**src/rtl/noise_envelope_shaper_pkg.sv**
```systemverilog
// Shared types and constants for the noise envelope shaper.
//   env_state_t  : envelope FSM states
//   noise_kind_t : which sound is playing (sets the decay rate)
//   ENV_MAX      : full-scale envelope/sample level for the default 8-bit width
package sound_pkg;

  typedef enum logic [1:0] {
    IDLE   = 2'd0,
    ATTACK = 2'd1,
    DECAY  = 2'd2
  } env_state_t;

  typedef enum logic {
    EXPLO = 1'b0,
    SHELL = 1'b1
  } noise_kind_t;

  localparam int ENV_W_DEF = 8;
  localparam int ENV_MAX   = (2 ** ENV_W_DEF) - 1;

endpackage

```
**src/rtl/noise_env_gen.sv**
```systemverilog
// Attack/decay envelope generator for the explosion and shell sounds.
// Ports:
//   clk, rst_n    : system clock, async active-low reset
//   i_env_en      : envelope step strobe
//   i_trig_explo  : one-clk pulse, start explosion (wins over shell)
//   i_trig_shell  : one-clk pulse, start shell
//   o_env         : current envelope level
//   o_active      : high while the FSM is not IDLE
module noise_env_gen
  import sound_pkg::*;
#(
  parameter int ENV_W       = 8,
  parameter int ATTACK_STEP = 32,
  parameter int EXPLO_DIV   = 4,
  parameter int SHELL_DIV   = 1,
  parameter int DIV_W       = 8
) (
  input  logic             clk,
  input  logic             rst_n,
  input  logic             i_env_en,
  input  logic             i_trig_explo,
  input  logic             i_trig_shell,
  output logic [ENV_W-1:0] o_env,
  output logic             o_active
);

  localparam logic [ENV_W-1:0] MAX  = '1;
  localparam logic [ENV_W:0]   STEP = (ENV_W+1)'(ATTACK_STEP);

  env_state_t       r_state;
  noise_kind_t      r_kind;
  logic [ENV_W-1:0] r_env;
  logic [DIV_W-1:0] r_div;
  logic             r_active;

  logic [ENV_W:0]   w_sum;
  logic [DIV_W-1:0] w_div_last;
  logic             w_trig;

  // One extra bit so the saturation test sees the carry.
  assign w_sum      = {1'b0, r_env} + STEP;
  assign w_div_last = (r_kind == EXPLO) ? DIV_W'(EXPLO_DIV - 1) : DIV_W'(SHELL_DIV - 1);
  assign w_trig     = i_trig_explo | i_trig_shell;

  always_ff @(posedge clk or negedge rst_n) begin
    if (!rst_n) begin
      r_state  <= IDLE;
      r_kind   <= EXPLO;
      r_env    <= '0;
      r_div    <= '0;
      r_active <= 1'b0;
    end else if (w_trig) begin
      // Env is kept: a retrigger ramps up from wherever it is now.
      r_state  <= ATTACK;
      r_kind   <= i_trig_explo ? EXPLO : SHELL;
      r_div    <= '0;
      r_active <= 1'b1;
    end else if (i_env_en) begin
      case (r_state)
        ATTACK: begin
          if (w_sum >= {1'b0, MAX}) begin
            r_env   <= MAX;
            r_state <= DECAY;
            r_div   <= '0;
          end else begin
            r_env <= w_sum[ENV_W-1:0];
          end
        end
        DECAY: begin
          if (r_div == w_div_last) begin
            r_div <= '0;
            // Last decrement (or an already-empty env) ends the sound.
            if (r_env <= ENV_W'(1)) begin
              r_env    <= '0;
              r_state  <= IDLE;
              r_active <= 1'b0;
            end else begin
              r_env <= r_env - 1'b1;
            end
          end else begin
            r_div <= r_div + 1'b1;
          end
        end
        default: ;
      endcase
    end
  end

  assign o_env    = r_env;
  assign o_active = r_active;

endmodule

```
**src/rtl/noise_envelope_shaper.sv**
```systemverilog
// Gates the serial noise bit with the attack/decay envelope and smooths the
// result with a one-pole IIR into an unsigned audio sample.
// Ports:
//   clk, rst_n     : system clock, async active-low reset
//   clk_12KHz_en   : filter sample strobe
//   clk_env_en     : envelope step strobe
//   rnoise         : serial noise bit
//   trig_explo     : start explosion
//   trig_shell     : start shell
//   loud           : 1 = gate at env, 0 = gate at env>>1
//   sample         : filtered sample (registered)
//   active         : sound in progress (registered)
module noise_envelope_shaper
  import sound_pkg::*;
#(
  parameter int ENV_W       = 8,
  parameter int ATTACK_STEP = 32,
  parameter int EXPLO_DIV   = 4,
  parameter int SHELL_DIV   = 1,
  parameter int FILT_SHIFT  = 2
) (
  input  logic             clk,
  input  logic             rst_n,
  input  logic             clk_12KHz_en,
  input  logic             clk_env_en,
  input  logic             rnoise,
  input  logic             trig_explo,
  input  logic             trig_shell,
  input  logic             loud,
  output logic [ENV_W-1:0] sample,
  output logic             active
);

  localparam logic [ENV_W-1:0] MAX = '1;

  logic [ENV_W-1:0]        w_env;
  logic [ENV_W-1:0]        w_x;
  logic signed [ENV_W+1:0] w_diff;
  logic signed [ENV_W+1:0] w_step;
  logic signed [ENV_W+1:0] w_sum;
  logic [ENV_W-1:0]        w_filt_nxt;
  logic [ENV_W-1:0]        r_filt;

  noise_env_gen #(
    .ENV_W       (ENV_W),
    .ATTACK_STEP (ATTACK_STEP),
    .EXPLO_DIV   (EXPLO_DIV),
    .SHELL_DIV   (SHELL_DIV),
    .DIV_W       (8)
  ) u_env (
    .clk          (clk),
    .rst_n        (rst_n),
    .i_env_en     (clk_env_en),
    .i_trig_explo (trig_explo),
    .i_trig_shell (trig_shell),
    .o_env        (w_env),
    .o_active     (active)
  );

  // Gate uses the registered (pre-update) env when both strobes coincide.
  assign w_x = rnoise ? (loud ? w_env : {1'b0, w_env[ENV_W-1:1]}) : '0;

  // Two guard bits: one for sign, one for headroom on the sum.
  assign w_diff = $signed({2'b00, w_x}) - $signed({2'b00, r_filt});
  assign w_step = w_diff >>> FILT_SHIFT;
  assign w_sum  = $signed({2'b00, r_filt}) + w_step;

  always_comb begin
    w_filt_nxt = w_sum[ENV_W-1:0];
    if (w_sum < 0)                            w_filt_nxt = '0;
    else if (w_sum > $signed({2'b00, MAX}))   w_filt_nxt = MAX;
  end

  always_ff @(posedge clk or negedge rst_n) begin
    if (!rst_n)            r_filt <= '0;
    else if (clk_12KHz_en) r_filt <= w_filt_nxt;
  end

  assign sample = r_filt;

endmodule
```
**config.mk**
```make
export PLATFORM = sky130hd
export DESIGN_NAME = noise_envelope_shaper
export DESIGN_NICKNAME = d
export VERILOG_FILES = /design/src/rtl/noise_envelope_shaper_pkg.sv /design/src/rtl/noise_env_gen.sv /design/src/rtl/noise_envelope_shaper.sv
export SDC_FILE = /design/constraint.sdc
export NUM_CORES = 1
export LEC_CHECK = 0
export ABC_AREA = 1
export BUFFER_PORTS_ARGS = -buffer_cell sky130_fd_sc_hd__buf_4
export CAP_MARGIN = 0
export CORE_ASPECT_RATIO = 1.4
export CORE_MARGIN = 2
export CORE_UTILIZATION = 50
export CTS_BUF_LIST = sky130_fd_sc_hd__clkbuf_8 sky130_fd_sc_hd__clkbuf_16
export DETAILED_ROUTE_END_ITERATION = 8
export PLACE_DENSITY_LB_ADDON = 0.05
export SLEW_MARGIN = 0
export SYNTH_ARGS = -nofsm -noshare
export SYNTH_HDL_FRONTEND = slang
export SYNTH_SLANG_ARGS = --single-unit
```
**constraint.sdc**
```tcl
create_clock -name clk -period 3.6 [get_ports clk]
set_input_delay 0.72 -clock clk [delete_from_list [all_inputs] [get_ports clk]]
set_output_delay 0.72 -clock clk [all_outputs]
set_load 0.02 [all_outputs]
```
## Yosys cells after proc, flatten, opt, wreduce, memory -nomap -nowiden

Index checks and enable logic that the tools add are counted.

| operators by class | value |
|---|---|
| bitwise logic cells | 2 |
| equal/unequal tests | 7 |
| add/subtract/negate cells | 5 |
| reduce and logical (&&, ||, !) cells | 10 |
| order comparisons | 4 |
| muxes and demuxes | 26 |

Operators with widths:

| operator | number |
|---|---|
| $mux W8 | 11 |
| $pmux W8 S2 | 2 |
| $mux W2 | 6 |
| $add A9 B7 Y10 | 1 |
| $gt A10 B9 Y1 const B | 1 |
| $lt A10 B1 Y1 const B | 1 |
| $reduce_bool A2 Y1 | 5 |
| $add A8 B6 Y9 const B | 1 |
| $ge A9 B8 Y1 const B | 1 |
| $ne A3 B1 Y1 const B | 3 |
| $sub A8 B8 Y9 | 1 |
| $add A8 B1 Y8 const B | 1 |
| $eq A8 B8 Y1 | 1 |
| $le A8 B1 Y1 const B | 1 |
| $reduce_and A4 Y1 | 2 |
| $sub A8 B1 Y8 const B | 1 |
| $mux W1 | 6 |
| $reduce_and A5 Y1 | 1 |
| $pmux W2 S2 | 1 |
| $reduce_and A3 Y1 | 1 |
| $reduce_bool A3 Y1 | 1 |
| $eq A2 B1 Y1 const B | 1 |
| $eq A2 B2 Y1 const B | 1 |
| $ne A2 B1 Y1 const B | 1 |
| other kinds (2) | 2 |

| word-level totals | value |
|---|---|
| flip-flop bits (word level) | 28 |
| output and inout port bits | 9 |

## Logic depth before layout (Yosys ltp)

Gate-level depths: netlist (run 1).

| depth | value |
|---|---|
| depth after elaboration | 7 |
| depth in mapped cells | 27 |

## By module

From an unflattened synthesis (run 1), not the netlist that was laid out.

| unflattened totals | value |
|---|---|
| cells, all modules | 392 |
| area total of the unflattened synthesis | 2702.6 um^2 |

Modules (own cells, without submodules):

| module | area an instance (um^2) | times used | cells an instance |
|---|---|---|---|
| noise_env_gen | 1527.7 | 1 | 219 |
| noise_envelope_shaper | 1174.9 | 1 | 173 |

## Worst setup path before layout (run 1)

OpenSTA, ideal clock, no wires.

| timing | value |
|---|---|
| path type | input port to flip-flop |
| from | input port loud |
| to | register r_filt[7] (netlist: sample[7]) |
| data arrival time | 3.199 ns |
| stages | 25 |
| path slack | 0.284 ns |
| setup time | 0.117 ns |
| data required time | 3.483 ns |
| cells stage by stage | clkbuf_1 a21oi_1 ha_1 nand2_1 nand2_2 nand2_1 nand2_1 a21oi_1 o21bai_1 nand3_1 nand3_1 nand2_1 ha_1 nand2_1 inv_1 nand4_1 and3_1 inv_1 nor2_1 nand2_1 nand2_2 nand2_2 nand2_1 nand2_1 nand2_1 |

| on the way | value |
|---|---|
| longest elaborated chain between the ends | 7 |
| elaborated cells between the ends (all ways) | 8 |
| those cells by class | 2 x add/sub; 2 x order compare; 4 x mux |

RTL lines:

| item | line | RTL |
|---|---|---|
| start: declaration | noise_envelope_shaper.sv:29 | `input logic loud,` |
| $mux W8 (*) (2 in a row) | noise_envelope_shaper.sv:61 | `assign w_x = rnoise ? (loud ? w_env : {1'b0, w_env[ENV_W-1:1]}) : '0;` |
| $sub A8 B8 Y9 (*) | noise_envelope_shaper.sv:64 | `assign w_diff = $signed({2'b00, w_x}) - $signed({2'b00, r_filt});` |
| $add A9 B7 Y10 (*) | noise_envelope_shaper.sv:66 | `assign w_sum = $signed({2'b00, r_filt}) + w_step;` |
| $gt A10 B9 Y1 | noise_envelope_shaper.sv:71 | `else if (w_sum > $signed({2'b00, MAX})) w_filt_nxt = MAX;` |
| $mux W8 | noise_envelope_shaper.sv:71 |  |
| $mux W8 (*) | noise_envelope_shaper.sv:70 | `if (w_sum < 0) w_filt_nxt = '0;` |
| end signal: assignment | noise_envelope_shaper.sv:76 | `else if (clk_12KHz_en) r_filt <= w_filt_nxt;` |
| end: declaration | noise_envelope_shaper.sv:42 | `logic [ENV_W-1:0] r_filt;` |

Mark *: on every way between the ends. The rest lies on a longest branch, timed or not.
A chain may end at the register's enable or synchronous reset.

## Final worst setup path (run 1)

| timing | value |
|---|---|
| from | input port loud |
| to | register r_filt[1] (netlist: sample[1]) |

The elaborated chain is that of the path after synthesis.

==> results of run 1 <==
-- per-stage QoR --
step                      power (mW)  cells  cell area (um^2)  hold slack, ns  util (%)
after global routing           2.880    414              2666          0.3701     58.32
after CTS                      2.599    414              2666          0.3541     58.32
after floorplan                1.902    333              2401          0.4244         -
after global placement         2.316    410              2595          0.4901     56.76
final                          2.576    414              2666          0.3394     58.32
after detailed placement       2.329    410              2595          0.5062     56.76
-- power by group through the flow --
stage	Sequential [mW]	Clock [mW]	Combinational [mW]
finish	0.500	0.259	1.82
global route	0.515	0.274	2.09
CTS	0.502	0.267	1.83
detailed placement	0.509	0	1.82
global placement	0.509	0	1.81
floorplan	0.523	0	1.38
-- logic make-up after synthesis --
logic type	share of synthesized area, %
buf+inv	7.817
fa+ha+maj	14.38
xor+xnor	6.931
simple gates	29.55
compound gates	12.14
flops	29.18
-- area by class of cell --
| cell class | count | area share, % |
|---|---|---|
| Multi-Input combinational cell | 256 | 56.73 |
| Sequential cell | 28 | 26.28 |
| Clock buffer | 3 | 1.549 |
| Clock inverter | 1 | 1.126 |
| Inverter | 47 | 6.617 |
| Timing Repair Buffer | 17 | 4.786 |
| Tap cell | 62 | 2.909 |
-- synth_stat cells --
library cell  instances
nor3_1                4
o21bai_1              3
o21a_1                1
nand3_1              19
nand3_2               2
a31oi_1               3
nor2_1               27
fa_1                  1
a21oi_1              19
inv_2                 5
dfrtp_1              28
xor2_1               15
nand4_1               5
a32oi_1               1
ha_1                 26
o31ai_1               1
inv_1                42
xnor2_1               4
nand2_4               2
a22oi_1               4
nand2_1              87
clkbuf_1              1
nor2_4                2
nand2_2               7
o22ai_1               2
buf_4                 1
and3_1                1
nand3b_1              1
o41ai_1               1
o21ai_1               3
o21ai_0              13
nor2_2                2
-- sequential cells by signal (all words and copies together), names as in the netlist --
signal,flops
u_env.r_div,8
u_env.r_state,2
u_env.o_active,1
u_env.o_env,8
u_env.r_kind,1
sample,8
-- critical path, delay by kind of cell --
kind	cells	cell delay (ns)
xor gates and xnor gates	1	0.16
buffers and inverters	1	0.15
adders and majority gates	2	0.61
and+or+nand+nor	7	0.65
AOI/OAI and AO/OA	7	1.13
-- per-layer routing --
layer  wire (um)  vias to the layer above  global-route usage [%]
met5           0                        -                       0
met4          73                        0                   6.667
met3         135                        7                   1.575
met2        2681                       37                   38.03
met1        2232                      986                   23.34
li1            -                     1118                       -
-- worst paths after layout --
kind | end | slack (ns)
worst max-delay path | sample[1] | 0.33
worst min-delay path | u_env.o_env[4] | 0.34
worst max register to register | sample[7] | 0.47
worst min register to register | u_env.r_state[0] | 0.53
max in group asynchronous | sample[5] | 2.98
min in group clk | u_env.r_state[0] | 0.53
==> out/metrics.cfg, run 1 <==
[outcome]
status=completed

[drt]
ant_nets=0
num_vias=2148
drcViolationCount=0
vias_per_cell=5.188
wire_per_inst_um=12.38
first_pass_iters=4
drtIter0Drc=64
routed_wl_mm=5.124

[cells_and_area]
seqCellArea_um2=700.7
area_growth_pct=11.05
layout.nets=388
fillCellCount=450
layout_common_cells=nand2_1, inv_1, dfrtp_1, nor2_1, ha_1
mostFrequentLayoutCell=nand2_1
multi_input_comb_area_um2=1513
antennaDiodeCount=0
drive_gt1_share_pct=11.65

[timing]
drv_slew=0
post-route-min-period_ns=3.273
post-route-period-util_pct=90.92
fin_tns_setup_ns=0
worst_clock_skew_ns=0.004943
worst_pin_slew_ns=0.4526
setup_viol=0
max_freq_mhz=305.5
slew_headroom_pct=69.59
fin_ws_ns=0.3268
final_hold_viol_count=0
rsz0062_at_grt=no

[die]
die_h_um=85.99
rows=29
die_x_um=62.57
initial_core_util_pct=52.52
coreArea_um2=4572
io_pins=17
die_area_um2=5380

[place]
port_buffers=16
pre_cts_slack_ns=0.01938
hpwlAfterDp_mm=4.069
place_congestion=0.8698

[clock_tree]
cts_tree=yes
cts_resized=0
numCtsBuffers=3
clockBufferDepth=2
cts_root_buf=clkbuf_8
cts_sinks=28
cts_max_level=1
cts.clk_slew.worst_paths_ns=0.10
holdBufCountCts=0
cts_setup_buffers=0
clkLatencyLatePin_ns=0.28

[critical_path]
critPathMaxFanout=14
startpoint=loud
reg2regPathDepth=25
slowest_delay_ns=0.32
required_ns=3.77
cp-start-kind=primary input
arrival_ns=3.45
cpMaxStageDelayCell=ha_1
cpMostUsedCell=a21oi_1
crit_path_end_kind=flop
cp_cell_sequence=buf_4, o21ai_0, a21oi_1, ha_1, a21oi_1, nand2_4, nand3_1, nand2_1, xor2_1, ha_1, a21oi_1, nand2_1, a21oi_1, nand2_2, nor2_2, nor2_4, o21ai_1, o21ai_1
critical_path_class=in -> reg
crit-reg2reg-launch=u_env.o_env[2]

[power]
pwr-share-clk_pct=10.0
power_density_nw_per_um2=966.0
seq_power_share_pct=19.4
p_int_mw=1.276
leakagePower_nw=1.373
peakVddDrop_v=0.0003925
switching_share_pct=50.47
p_switching_mw=1.300
pwr-share-comb_pct=70.5

[grt]
grt_usage_pct=19.93
antenna_found_initial=0
grt_max_degree=29
grt_pass1_vias=2015
grt_first_pass_wirelength_mm=8.728
grt.overflow.total=0

[synthesis]
synth.area.top_cells=dfrtp_1, nand2_1, ha_1
synthCells=333
yosysTopAreaCellShare_pct=29.18
postSynthAreaPerCell_um2=7.210
synth_nets=368
seq_area_frac_synth_pct=29.18
ys_warn_count=0
ys_seq_elements=28
ys_types=32
netlist_area_um2=2401
synth_area_leader_cell=dfrtp_1

[hold_path]
hp-class=in -> async

[job]
maxCapViolations=0

(Power assumes the default switching activity.)
==> run 2, diff against run 1 <==
--- a/config.mk
+++ b/config.mk
@@ -10,7 +10,7 @@
 export CAP_MARGIN = 0
 export CORE_ASPECT_RATIO = 1.4
 export CORE_MARGIN = 2
-export CORE_UTILIZATION = 50
+export CORE_UTILIZATION = 55
 export CTS_BUF_LIST = sky130_fd_sc_hd__clkbuf_8 sky130_fd_sc_hd__clkbuf_16
 export DETAILED_ROUTE_END_ITERATION = 8
 export PLACE_DENSITY_LB_ADDON = 0.05
==> out/metrics.cfg, run 2 (synthesized netlist as in run 1, its figures left out) <==
[outcome]
status=completed

[critical_path]
cp-start-kind=primary input
critical_path_class=in -> reg
slowest_delay_ns=0.30  ; -0.02 ns
startpoint=loud
cpMaxStageDelayCell=ha_4
critPathMaxFanout=14  ; unchanged
crit_path_end_kind=flop
arrival_ns=3.47  ; +0.02 ns
crit-reg2reg-launch=u_env.o_env[2]
cpMostUsedCell=nand2_1
required_ns=3.79  ; +0.02 ns

[cells_and_area]
antennaDiodeCount=0  ; unchanged
stdcell_count=397  ; -4.1%
layout.nets=388  ; unchanged
final_util_pct=63.21  ; +4.9 points
layout_common_cells=nand2_1, inv_1, dfrtp_1, nor2_1, ha_1
area_growth_pct=10.68
mostFrequentLayoutCell=nand2_1
drive_gt1_share_pct=11.93  ; +0.28 points

[die]
rows=28  ; -3.4%
die_x_um=59.84  ; -4.4%
die_area_um2=4917  ; -8.6%
initial_core_util_pct=57.11  ; +4.6 points
die_h_um=82.18  ; -4.4%
io_pins=17  ; unchanged
coreArea_um2=4204  ; -8.0%

[timing]
slew_headroom_pct=69.36  ; -0.23 points
post-route-period-util_pct=91.27  ; +0.35 points
hold_slack_ns=0.3372  ; -0.002203 ns
post-route-min-period_ns=3.286  ; +0.01264 ns
final_hold_viol_count=0  ; unchanged
rsz0062_at_grt=no
drv_slew=0  ; unchanged
max_freq_mhz=304.3  ; -0.38%
fin_tns_setup_ns=0  ; unchanged
worst_pin_slew_ns=0.4561  ; +0.003478 ns
worst_clock_skew_ns=0.003136  ; -0.001807 ns
setup_viol=0  ; unchanged

[drt]
top_layer=met4
wl_met1_mm=2.116  ; -5.2%
first_pass_iters=4  ; unchanged
route.met3.wl_um=85  ; -37%
vias_per_cell=5.360  ; +3.3%
drcViolationCount=0  ; unchanged
met2WireLength_mm=2.695  ; +0.52%
drtIter0Drc=94  ; +47%
num_vias=2128  ; -0.93%
wire_per_inst_um=12.56  ; +1.5%
ant_nets=0  ; unchanged
routed_wl_mm=4.988  ; -2.7%

[clock_tree]
cts_tree=yes
clkLatencyLatePin_ns=0.28  ; about the same
cts.clk_slew.worst_paths_ns=0.10  ; about the same
holdBufCountCts=0  ; unchanged
cts_max_level=1  ; unchanged
cts_root_buf=clkbuf_8
cts_sinks=28  ; unchanged
clockBufferDepth=2  ; unchanged
numCtsBuffers=3  ; unchanged

[grt]
grt_max_degree=29  ; unchanged
grt_pass1_vias=2098  ; +4.1%
antenna_found_initial=0  ; unchanged
grt.overflow.total=0  ; unchanged
grt_first_pass_wirelength_mm=8.631  ; -1.1%
grt_usage_pct=22.71  ; +2.8 points

[power]
finalPower_mw=2.610  ; +1.3%
power_density_nw_per_um2=982.0  ; +1.7%
peakVddDrop_v=0.0003659  ; -6.8%
leakagePower_nw=1.373  ; about the same

[job]
maxCapViolations=0  ; unchanged

[place]
place_congestion=0.8549  ; -1.7%
port_buffers=16  ; unchanged
dp.cells=393  ; -4.1%
hpwlAfterDp_mm=4.053  ; -0.39%

[hold_path]
hp-class=in -> async

## run 2: final cells by class
type / instances / area, um^2
sequential: 28 / 700.7
clock inverter: 1 / 30.03
fill: 394 / 1546
tap: 45 / 56.30
multi-input combinational: 256 / 1525
clock buffer: 3 / 41.29
inverter: 47 / 176.4
timing repair buffer: 17 / 127.6
## run 2: final timing paths
| path | endpoint | slack [ns] | depth (start not counted) |
|---|---|---|---|
| min in group clk | u_env.r_state[0] | 0.52 | 2 |
| worst max-delay path | sample[5] | 0.31 | 26 |
| worst min register to register | u_env.r_state[0] | 0.52 | 2 |
| worst min-delay path | u_env.o_env[4] | 0.34 | 1 |
| worst max register to register | sample[5] | 0.44 | 25 |
| max in group asynchronous | u_env.o_env[7] | 2.99 | 1 |
## run 2: per-stage QoR
step / setup WS [ns] / cell area (um^2)
finish: 0.3141 / 2658
floorplan: 0.2840 / 2401
global placement: 0.05114 / 2574
detailed placement: -0.005822 / 2574
CTS: 0.2973 / 2645
global route: 0.01919 / 2658
## run 2: power breakdown
group	switching, mW	internal (mW)
registers	0.112	0.392
clock network	0.107	0.149
logic	1.10	0.753
## run 2: routing by layer
metal	up-vias	GRT usage [%]
met5	-	0
met4	0	7.778
met2	27	43.37
li1	1115	-
met3	8	2.648
met1	978	25.15
## run 2: what timing repair did
item,in CTS,in global routing
hold endpoints to repair,0,0
gates resized for setup,0,1
setup buffers,0,0
setup endpoints to repair,0,3
## run 2: worst max-delay path, delay by kind of cell
family	cells	cell delay, ns
buffers and inverters	3	0.30
adders and majority gates	2	0.57
AOI/OAI and AO/OA	4	0.49
and+or+nand+nor	17	1.38
==> run 3, diff against run 2 <==
--- a/config.mk
+++ b/config.mk
@@ -5,7 +5,7 @@
 export SDC_FILE = /design/constraint.sdc
 export NUM_CORES = 1
 export LEC_CHECK = 0
-export ABC_AREA = 1
+export ABC_AREA = 0
 export BUFFER_PORTS_ARGS = -buffer_cell sky130_fd_sc_hd__buf_4
 export CAP_MARGIN = 0
 export CORE_ASPECT_RATIO = 1.4
@@ -14,7 +14,7 @@
 export CTS_BUF_LIST = sky130_fd_sc_hd__clkbuf_8 sky130_fd_sc_hd__clkbuf_16
 export DETAILED_ROUTE_END_ITERATION = 8
 export PLACE_DENSITY_LB_ADDON = 0.05
-export SLEW_MARGIN = 0
+export SLEW_MARGIN = 15
 export SYNTH_ARGS = -nofsm -noshare
 export SYNTH_HDL_FRONTEND = slang
 export SYNTH_SLANG_ARGS = --single-unit
==> constraint.sdc (replaced) <==
create_clock -name clk -period 3.6 [get_ports clk]
set_input_delay 0.72 -clock clk [delete_from_list [all_inputs] [get_ports clk]]
set_output_delay 0.72 -clock clk [all_outputs]
set_load 0.1 [all_outputs]
==> out/metrics.cfg, run 3 <==
[outcome]
status=completed

[timing]
post-route-min-period_ns=3.407  ; +0.1216 ns
worst_pin_slew_ns=0.7360  ; +0.2799 ns
max_freq_mhz=293.5  ; -3.6%
drv_slew=0  ; unchanged
fin_ws_ns=0.1925  ; -0.1216 ns
worst_clock_skew_ns=0.001865  ; -0.001270 ns
post-route-period-util_pct=94.65  ; +3.4 points
setup_viol=0  ; unchanged
hold_slack_ns=0.3417  ; +0.004519 ns
slew_headroom_pct=50.24  ; -19 points
final_hold_viol_count=0  ; unchanged

[drt]
top_layer=met4
wl_met1_mm=2.569  ; +21%
first_pass_iters=4  ; unchanged
ant_nets=0  ; unchanged
met2WireLength_mm=3.049  ; +13%
vias_per_cell=5.794  ; +8.1%
route.met3.wl_um=89  ; +4.7%
routed_wl_mm=5.892  ; +18%
num_vias=2254  ; +5.9%
drtIter0Drc=112  ; +19%
drcViolationCount=0  ; unchanged
wire_per_inst_um=15.15  ; +21%

[synthesis]
synth_compound_area_share_pct=25.87  ; +14 points
synth.area.top_cells=dfrtp_1, ha_1, a21oi_1
seq_area_frac_synth_pct=27.60  ; -1.6 points
synth-async-reset-ratio_pct=100.0  ; unchanged
synth_top_family_by_area=compound AO/OA/AOI/OAI gates
synthSimpleGateAreaFrac_pct=19.27  ; -10 points
postSynthAreaPerCell_um2=9.002  ; +25%
synthCells=282  ; -15%
ys_seq_elements=28  ; unchanged
synth_nets=317  ; -14%
synth_commonest_cells=dfrtp_1, ha_1, inv_1, a21oi_1, nor2_1
yosysTopAreaCellShare_pct=27.60  ; -1.6 points
synthMuxAreaShare_pct=4.386  ; +4.4 points
ys.flop_type=dfrtp_1
ys_types=66  ; +110%
synth-edff-count=0  ; unchanged
synth-xor-area-share_pct=4.485  ; -2.4 points
netlist_area_um2=2539  ; +5.7%
ys_warn_count=0  ; unchanged
synthAdderAreaFrac_pct=13.60  ; -0.78 points
synth_area_leader_cell=dfrtp_1
yosysMostFrequentCell=dfrtp_1

[place]
pre_cts_slack_ns=-0.2167  ; -0.2109 ns
place_congestion=0.8481  ; -0.80%
hpwlAfterDp_mm=4.545  ; +12%
port_buffers=16  ; unchanged

[critical_path]
critPathBufInv=2  ; -1
cpMaxStageDelayCell=ha_1
cp-start-kind=primary input
arrival_ns=3.57  ; +0.10 ns
critPathMaxFanout=4  ; -10
cp_cell_sequence=buf_4, mux2i_1, nor2b_1, ha_1, nand2_1, o211ai_2, a21oi_1, o21ai_1, xnor2_2, ha_1, a21oi_2, o221ai_4, and4_1, mux2i_2, buf_4, a22oi_1
crit_path_end_kind=flop
path_delay_family=compound AO/OA/AOI/OAI gates
required_ns=3.76  ; -0.03 ns
critical_path_class=in -> reg
slowest_delay_ns=0.34  ; +0.04 ns
r2r_setup_slack_ns=0.31  ; -0.13 ns

[die]
coreArea_um2=4499  ; +7.0%
die_h_um=84.39  ; +2.7%
rows=29  ; +3.6%
die_area_um2=5183  ; +5.4%
io_pins=17  ; unchanged
die_x_um=61.42  ; +2.6%
initial_core_util_pct=56.42  ; -0.69 points

[grt]
grt_max_degree=29  ; unchanged
antenna_found_initial=0  ; unchanged
grt_first_pass_wirelength_mm=9.604  ; +11%
grt.overflow.total=0  ; unchanged
grt_pass1_vias=2166  ; +3.2%
grt_usage_pct=24.03  ; +1.3 points

[clock_tree]
cts_max_level=1  ; unchanged
holdBufCountCts=0  ; unchanged
cts_sinks=28  ; unchanged
clkLatencyLatePin_ns=0.28  ; about the same
cts_tree=yes
cts_root_buf=clkbuf_8
clockBufferDepth=2  ; unchanged
cts.clk_slew.worst_paths_ns=0.10  ; about the same
numCtsBuffers=3  ; unchanged

[cells_and_area]
layout_common_cells=buf_4, ha_1, dfrtp_1, inv_1, nor2_1
seqCellArea_um2=704.4  ; +0.54%
drive_gt1_share_pct=24.77  ; +13 points
antennaDiodeCount=0  ; unchanged
final_util_pct=68.24  ; +5.0 points
mostFrequentLayoutCell=buf_4
area_growth_pct=20.95
layout.nets=363  ; -6.4%
fillCellCount=412  ; +4.6%
multi_input_comb_area_um2=1774  ; +16%

[hold_path]
hp-class=in -> async

[job]
maxCapViolations=0  ; unchanged

[run 3: cell types whose count changed after synthesis, sizes merged, moves of 4 or more]
cell    delta
nor2b      +7
nand2     -78
nand3     -11
inv       -23
o22a       +5
xor2       -9
a21o       +4
and3       +6
nor2      -10
mux2i      +7
nand2b     +4
[run 3: metrics by stage]
stage | setup TNS (ns) | area (um^2) | instances
finish | 0 | 3070 | 389
floorplan | -0.02907 | 2559 | 282
detailed placement | -1.431 | 2943 | 383
global placement | -0.6526 | 2943 | 383
CTS | 0 | 3014 | 387
global route | -0.007968 | 3070 | 389
[run 3: cell families (layout without fill, tap and decap cells)]
| family | after synthesis | in the layout |
|---|---|---|
| adder cells (fa/ha/maj) | 27 | 27 |
| multiplexers | 10 | 10 |
| AND/OR/NAND/NOR | 89 | 89 |
| buffers and inverters | 30 | 75 |
| AO/OA/AOI/OAI | 85 | 85 |
| flip-flops | 28 | 28 |
| XOR/XNOR | 13 | 13 |
[run 3: layout make-up]
cell class                      count  area share (%)
Multi-Input combinational cell    224           57.78
Sequential cell                    28           22.94
Timing Repair Buffer               47           11.49
Inverter                           24           2.934
Tap cell                           62           2.526
Clock buffer                        3           1.345
Clock inverter                      1          0.9780
[run 3: final timing paths]
check / from / endpoint / cells past startpoint
setup / recovery: loud / sample[5] / 16
hold / removal: rst_n / sample[6] / 1
setup reg to reg: u_env.o_env[2] / sample[5] / 15
hold reg to reg: u_env.o_active / u_env.o_active / 1
max in group asynchronous: rst_n / sample[1] / 1
min in group clk: u_env.o_active / u_env.o_active / 1
[run 3: routing by layer]
layer  vias up  track usage (%)
met5         -                0
met4         0            8.317
met3        15            2.465
met2        31            43.04
met1      1078            28.60
li1       1130                -
[run 3: worst reg2reg max path, cell delays in order (launching register included)]
cell and delay [ns]:
dfrtp_1 0.46, mux2i_1 0.17, nor2b_1 0.07, ha_1 0.34
nand2_1 0.10, o211ai_2 0.24, a21oi_1 0.13, o21ai_1 0.22
xnor2_2 0.15, ha_1 0.29, a21oi_2 0.23, o221ai_4 0.15
and4_1 0.22, mux2i_2 0.18, buf_4 0.16, a22oi_1 0.07
[run 3: what timing repair did]
action	CTS	global route
setup endpoints to repair	0	8
resized for setup	0	9
buffers inserted	0	2
Power of run 3 is not shown: default switching activity piles up to over one toggle a cycle in this logic, so the estimate is an artifact.
